## src/rtl/mult_accumulator.sv

```systemverilog
// rtl/mult_accumulator.sv - sums runs of LEN multiplier products with valid/ready on both sides
module mult_accumulator #(
  parameter int SIZE  = 8,
  parameter int LEN   = 4,
  parameter int ACC_W = 20
) (
  input  logic                clk,
  input  logic                reset,
  input  logic                start,
  input  logic [2*SIZE-1:0]   prod,
  input  logic                in_valid,
  output logic                in_ready,
  output logic [ACC_W-1:0]    result,
  output logic                overflow,
  output logic                out_valid,
  input  logic                out_ready,
  output logic                busy
);

  localparam int CNT_W = $clog2(LEN + 1);
  localparam int SUM_W = ACC_W + 1;
  localparam logic [CNT_W-1:0] LAST = CNT_W'(LEN - 1);

  typedef enum logic [1:0] {
    IDLE  = 2'd0,
    ACCUM = 2'd1,
    DONE  = 2'd2
  } state_t;

  state_t             state;
  state_t             state_nxt;
  logic [ACC_W-1:0]   acc;
  logic [CNT_W-1:0]   cnt;
  logic               ovf;
  logic               xfer;
  logic               clear;
  logic [SUM_W-1:0]   sum;

  // One extra bit on the adder captures the carry that feeds the sticky flag.
  assign sum = {1'b0, acc} + SUM_W'(prod);

  always_ff @(posedge clk) begin
    if (reset) begin
      state <= IDLE;
    end else begin
      state <= state_nxt;
    end
  end

  always_comb begin
    state_nxt = state;
    unique case (state)
      IDLE: begin
        if (start) begin
          state_nxt = ACCUM;
        end
      end
      ACCUM: begin
        if (xfer && (cnt == LAST)) begin
          state_nxt = DONE;
        end
      end
      DONE: begin
        if (out_ready) begin
          state_nxt = start ? ACCUM : IDLE;
        end
      end
      default: state_nxt = IDLE;
    endcase
  end

  // Handshake outputs decode only the registered state; clear/xfer are the datapath strobes.
  always_comb begin
    in_ready  = (state == ACCUM);
    out_valid = (state == DONE);
    busy      = (state != IDLE);
    result    = acc;
    overflow  = ovf;
    xfer      = in_valid && (state == ACCUM);
    clear     = start && ((state == IDLE) || ((state == DONE) && out_ready));
  end

  always_ff @(posedge clk) begin
    if (reset) begin
      acc <= '0;
      cnt <= '0;
      ovf <= 1'b0;
    end else if (clear) begin
      acc <= '0;
      cnt <= '0;
      ovf <= 1'b0;
    end else if (xfer) begin
      acc <= sum[ACC_W-1:0];
      cnt <= cnt + CNT_W'(1);
      ovf <= ovf | sum[ACC_W];
    end
  end

endmodule

```

## config.mk

```make
export PLATFORM = sky130hd
export DESIGN_NAME = mult_accumulator
export DESIGN_NICKNAME = d
export VERILOG_FILES = /design/src/rtl/mult_accumulator.sv
export SDC_FILE = /design/constraint.sdc
export NUM_CORES = 1
export LEC_CHECK = 0
export ABC_AREA = 1
export CAP_MARGIN = 20
export CORE_ASPECT_RATIO = 0.8
export CORE_MARGIN = 2
export CORE_UTILIZATION = 51
export CTS_CLUSTER_DIAMETER = 30
export DETAILED_ROUTE_END_ITERATION = 7
export GPL_ROUTABILITY_DRIVEN = 0
export HOLD_SLACK_MARGIN = 0.05
export PLACE_DENSITY = 0.8
export RECOVER_POWER = 50
export SKIP_LAST_GASP = 1
export SLEW_MARGIN = 10
export SYNTH_ARGS = -nofsm -noshare
export SYNTH_HDL_FRONTEND = slang
export SYNTH_SLANG_ARGS = --single-unit
```

## constraint.sdc

```tcl
create_clock -name clk -period 2.6 [get_ports clk]
set_input_delay 0.65 -clock clk [delete_from_list [all_inputs] [get_ports clk]]
set_output_delay 0.65 -clock clk [all_outputs]
set_load 0.1 [all_outputs]
```

==> metrics, run 1 <==
DRC=0; Initial Utilization=0.542; Die Span Y=61.4 microns; GRT overflow=0; status=finished clean; Flop pwr share=0.383; post-route setup TNS=0 ns; final critical-path share of the clock period=0.895; hold-fix buffers at CTS=0; worst slew pin tran=1.18 ns; HP Class=flip-flop to flip-flop; clk_skew=0.00597 ns; I/O pin cnt=45; Area Growth Syn to Fin=20.8%; Yosys warning total=0; Net Sw Frac=0.347; fillcell total=398; post-synth net total=376; Die X=75.8 microns; Core Rows=20; Vias/cell=5.00; Sw Pwr=381 uW; Syn Inst Count=336; Final #Nets=425; share of power burned in combinational logic=0.300; Power Internal=717 uW; Total Wirelength=5.17 mm; cts repair resizes=0; total setup buffers inserted after CTS=0; Die ar.=4660 sq um; register area share after synthesis=0.247; largest net degree at the start of global routing=38; Netlist cell types=25; slew margin rel.=0.215; placed inst area=2560 sq um; H-tree lvl count=1; initial antenna violation count=0; Syn Area/Cell=6.26 sq um; antenna cells=0; Max Fclk=430 MHz; Clock Pin Slew Worst Setup and Hold Paths=0.09 ns; vias in the first global route=1895; Final Hold Vio Count=0; VDD IR-drop max=0.305 mV; Total GRT Usage=0.240; Max FO, Critical Path=4; max-slew violation count=0; routed length per instance=11.8 microns; core area=3880 sq um; root buf cell=clkbuf_8; Setup crit end kind=flip-flop; leakage power=0.00133 uW; CTS tree=built; DRT iter0 DRCs=156; RSZ-0062 raised after global routing=false; CP Data Arrival Time=2.50 ns; Power Density=432 nW/um^2; via count=2196; Final setup viols=0; share of layout cells above drive strength 1=0.0651; IO buf count=44; Inserted Clock Buffers=3; clock power share=0.317; DRT Pass-1 Iters=4; final antenna-violating net count=0; Clock Path Buffers=2; CP startpoint kind=input port; Skew-Pair Late Insertion Delay=0.28 ns; cell area after layout=2540 sq um; DP HPWL=4.09 mm; Synth Register Bits=26; Min Clock Period, post-route=2.33 ns; Worst Path Required=2.78 ns; maximum capacitance violations=0; first-pass GRT wire length=8.43 mm; Post-Syn Area=2100 sq um; critical path class=input port to flip-flop; CTS Sinks=26
==> Yosys cell counts, drive strengths merged <==
library cell / n / area [sq um]
o21bai: 4 / 30.0
fa: 1 / 20.0
dfxtp: 26 / 521
a21oi: 26 / 138
and2: 3 / 18.8
o211ai: 1 / 7.51
nand2: 108 / 410
nand3: 30 / 160
nor2: 28 / 125
buf: 5 / 32.5
o21a: 9 / 67.6
ha: 18 / 225
nor3: 3 / 15.0
o21ai: 12 / 60.1
inv: 54 / 203
xor2: 7 / 61.3
xnor2: 1 / 8.76
==> routing by layer <==
metal / track usage / vias to the layer above / wire length [microns]
met1: 0.339 / 962 / 2480
met2: 0.378 / 69 / 2260
met3: 0.0524 / 4 / 393
met4: 0.0476 / 0 / 31
li1: - / 1161 / -
met5: 0 / - / 0
==> critical path, stage by stage <==
cell	delay [ns]
clkdlybuf4s50_1	0.44
ha_1	0.39
nand2_2	0.08
nor2_1	0.21
nand3_1	0.16
nand3_1	0.20
nand2_1	0.07
nand2_1	0.09
nand3_1	0.07
nand2_1	0.09
nor2_1	0.04
==> worst paths after layout <==
kind,startpoint,endpoint,slack [ns],cells past startpoint
setup / recovery,prod[8],result[17],0.27,11
hold / removal,overflow,overflow,0.46,2
setup reg to reg,result[8],result[17],0.75,10
hold reg to reg,overflow,overflow,0.46,2
==> kinds of logic (layout without fill, tap and decap cells) <==
logic type	count (synthesis)	after routing	share of synthesized area
buf+inv	59	107	0.112
simple gates	172	172	0.347
fa+ha+maj	19	19	0.117
flops	26	26	0.247
xor+xnor	8	8	0.0333
compound gates	52	52	0.144
==> cell type report <==
class,instances,area (sq um),share of cell area
Clock buffer,3,41.3,0.0162
Clock inverter,1,30.0,0.0118
Inverter,54,203,0.0798
Multi-Input combinational cell,251,1340,0.528
Sequential cell,26,520,0.205
Tap cell,55,68.8,0.0271
Timing Repair Buffer,49,335,0.132
==> through the flow <==
| step | setup WS, ns | power (uW) | hold WS (ns) | std cells | utilization |
|---|---|---|---|---|---|
| after floorplan | 0.252 | 672 | 0.443 | 336 | - |
| after global placement | 0.0992 | 761 | 0.443 | 435 | 0.659 |
| after detailed placement | 0.0197 | 766 | 0.451 | 435 | 0.659 |
| after CTS | 0.329 | 1120 | 0.470 | 439 | 0.678 |
| after global routing | 0.146 | 1150 | 0.478 | 439 | 0.655 |
| final | 0.274 | 1100 | 0.459 | 439 | 0.655 |
==> power by group through the flow <==
stage	Sequential (uW)	Clock [uW]	Combinational (uW)
6_report	420	348	330
3_5_place_dp	429	0	337
3_3_place_gp	429	0	332
5_1_grt	422	367	363
4_1_cts	420	358	339
2_1_floorplan	497	0	175
==> cell usage in the layout, fill, tap and decap left out <==
cell,n
a21oi_1,24
a21oi_2,2
and2_1,3
buf_4,6
bufinv_16,1
clkbuf_1,20
clkbuf_2,3
clkbuf_8,3
clkdlybuf4s50_1,20
clkinv_1,1
dfxtp_1,26
fa_1,1
ha_1,18
inv_1,51
inv_2,2
nand2_1,106
nand2_2,2
nand3_1,28
nand3_2,2
nor2_1,24
nor2_2,3
nor2_4,1
nor3_1,3
o211ai_1,1
o21a_1,9
o21ai_0,10
o21ai_1,2
o21bai_1,4
xnor2_1,1
xor2_1,7
==> state kept, by name, summed over array words and instances, names as in the netlist <==
| register | cells |
|---|---|
| result | 20 |
| cnt | 3 |
| state | 2 |
| overflow | 1 |
No activity file was read; power rests on OpenSTA's default activity.
==> inputs of run 2 (changes only) <==
==> constraint.sdc (replaced) <==
create_clock -name clk -period 2.6 [get_ports clk]
set_input_delay 0.65 -clock clk [delete_from_list [all_inputs] [get_ports clk]]
set_output_delay 0.65 -clock clk [all_outputs]
set_load 0.02 [all_outputs]
==> metrics, run 2 (same netlist as run 1, synthesis figures left out) <==
CTS Sinks=26 (unchanged); DRC=0 (unchanged); CP Data Arrival Time=2.50 ns (about the same); final antenna-violating net count=0 (unchanged); IO buf count=44 (unchanged); cell area after layout=2680 sq um (was 2540 sq um); GRT overflow=0 (unchanged); clk_skew=0.00952 ns (was 0.00597 ns); Hold Path End=overflow (unchanged); hold path startpoint=overflow (unchanged); Total GRT Usage=0.242 (was 0.240); Die X=75.8 microns (unchanged); Clock Path Buffers=2 (unchanged); slew margin rel.=0.441 (was 0.215); CP max stage cell=clkdlybuf4s50_1 (unchanged); Crit path max-delay family=simple AND/OR/NAND/NOR gates (unchanged); r2r startpoint=result[0] (was result[8]); leakage power=0.00143 uW (was 0.00133 uW); Core Rows=20 (unchanged); most frequent cells in the layout=nand2_1, inv_1, nand3_1 (unchanged); HP Class=flip-flop to flip-flop (unchanged); Max FO, Critical Path=3 (was 4); Power Density=388 nW/um^2 (was 432 nW/um^2); Vias/cell=5.04 (was 5.00); post-route setup TNS=0 ns (unchanged); final critical-path share of the clock period=0.886 (was 0.895); CP startpoint kind=input port (unchanged); Final setup viols=0 (unchanged); initial antenna violation count=0 (unchanged); H-tree lvl count=1 (unchanged); cts repair resizes=0 (unchanged); hold depth=2 (unchanged); Die Span Y=61.4 microns (unchanged); routed length per instance=11.8 microns (about the same); critical path class=input port to flip-flop (unchanged); WP buf/inv=2 (was 1); via count=2211 (was 2196); Skew-Pair Late Insertion Delay=0.29 ns (was 0.28 ns); I/O pin cnt=45 (unchanged); DP HPWL=4.02 mm (was 4.09 mm); hold-fix buffers at CTS=0 (unchanged); RSZ-0062 raised after global routing=false (unchanged); VDD IR-drop max=0.343 mV (was 0.305 mV); CTS tree=built (unchanged); Total Wirelength=5.18 mm (was 5.17 mm); vias in the first global route=2006 (was 1895); root buf cell=clkbuf_8 (unchanged); DRT Pass-1 Iters=5 (was 4); Min Clock Period, post-route=2.30 ns (was 2.33 ns); Die ar.=4660 sq um (unchanged); share of layout cells above drive strength 1=0.0521 (was 0.0651); Setup crit end kind=flip-flop (unchanged); Inserted Clock Buffers=3 (unchanged); Max Fclk=434 MHz (was 430 MHz); total setup buffers inserted after CTS=0 (unchanged); placed inst area=2630 sq um (was 2560 sq um); max reg flops=20 (unchanged); Final Hold Vio Count=0 (unchanged); CP most frequent cell=nand2_1; antenna cells=0 (unchanged); r2r endpoint=result[12] (was result[17]); max-slew violation count=0 (unchanged); Final #Nets=425 (unchanged); Area Growth Syn to Fin=27.3% (was 20.8%); Clock Pin Slew Worst Setup and Hold Paths=0.11 ns (was 0.09 ns); Worst Path Required=2.80 ns (was 2.78 ns); maximum capacitance violations=0 (unchanged); Worst path max stage delay=0.41 ns (was 0.44 ns); first-pass GRT wire length=8.71 mm (was 8.43 mm); commonest non-fill, non-tap cell in the layout=nand2_1 (unchanged); status=finished clean (unchanged); R2R depth=12 (was 10); setup slack, reg-to-reg=0.76 ns (was 0.75 ns); largest net degree at the start of global routing=38 (unchanged); worst slew pin tran=0.837 ns (was 1.18 ns); crit-path cells=clkdlybuf4s50_1 > ha_1 > fa_1 > nand3_1 > nand3_1 > nand3_1 > nand2_1 > nand2_1 > nand2_1 > nand2_1 > nand3_1 > nand2_1 > inv_1 (was clkdlybuf4s50_1 > ha_1 > nand2_2 > nor2_1 > nand3_1 > nand3_1 > nand2_1 > nand2_1 > nand3_1 > nand2_1 > nor2_1); DRT iter0 DRCs=130 (was 156); core area=3880 sq um (unchanged); Initial Utilization=0.542 (unchanged)
[run 2: cell type report]
class                           count  area [sq um]
Clock buffer                        3          41.3
Clock inverter                      1          30.0
Fill cell                         360          1200
Inverter                           54           203
Multi-Input combinational cell    251          1340
Sequential cell                    26           520
Tap cell                           55          68.8
Timing Repair Buffer               49           475
[run 2: worst register-to-register path: cells and delay by family (launching register included)]
kind                       cells  cell delay (ns)
adders and majority gates      2             0.62
DFF                            1             0.33
buffers and inverters          1             0.04
and+or+nand+nor                9             0.76
[run 2: metrics by stage]
stage / power, uW / worst slack [ns] / instances / util / hold WS [ns]
2_1_floorplan: 599 / 0.556 / 336 / - / 0.443
3_3_place_gp: 695 / 0.109 / 435 / 0.678 / 0.441
3_5_place_dp: 699 / 0.0445 / 435 / 0.678 / 0.467
4_1_cts: 1050 / 0.332 / 439 / 0.696 / 0.481
5_1_grt: 1090 / 0.143 / 439 / 0.690 / 0.501
6_report: 1040 / 0.295 / 439 / 0.690 / 0.474
[run 2: how the worst max path moves through the flow]
stage,to,cells past startpoint,startpoint
final,result[12],13,prod[0]
after detailed placement,result[16],11,prod[0]
after CTS,result[12],13,prod[0]
after global placement,result[14],12,prod[0]
after floorplan,result[16],10,prod[0]
after global routing,result[12],13,prod[0]
[run 2: power breakdown]
group / internal (uW) / total [uW] / switching, uW / leakage, uW
combinational: 110 / 264 / 154 / 0.00119
sequential: 410 / 420 / 9.21 / 0.000211
clock: 206 / 355 / 149 / 0.0000357
[run 2: routing by layer]
| layer | vias up | GRT usage | wire, microns |
|---|---|---|---|
| li1 | 1160 | - | - |
| met1 | 973 | 0.341 | 2530 |
| met2 | 74 | 0.393 | 2240 |
| met3 | 4 | 0.0475 | 357 |
| met4 | 0 | 0.0351 | 40 |
| met5 | - | 0 | 0 |
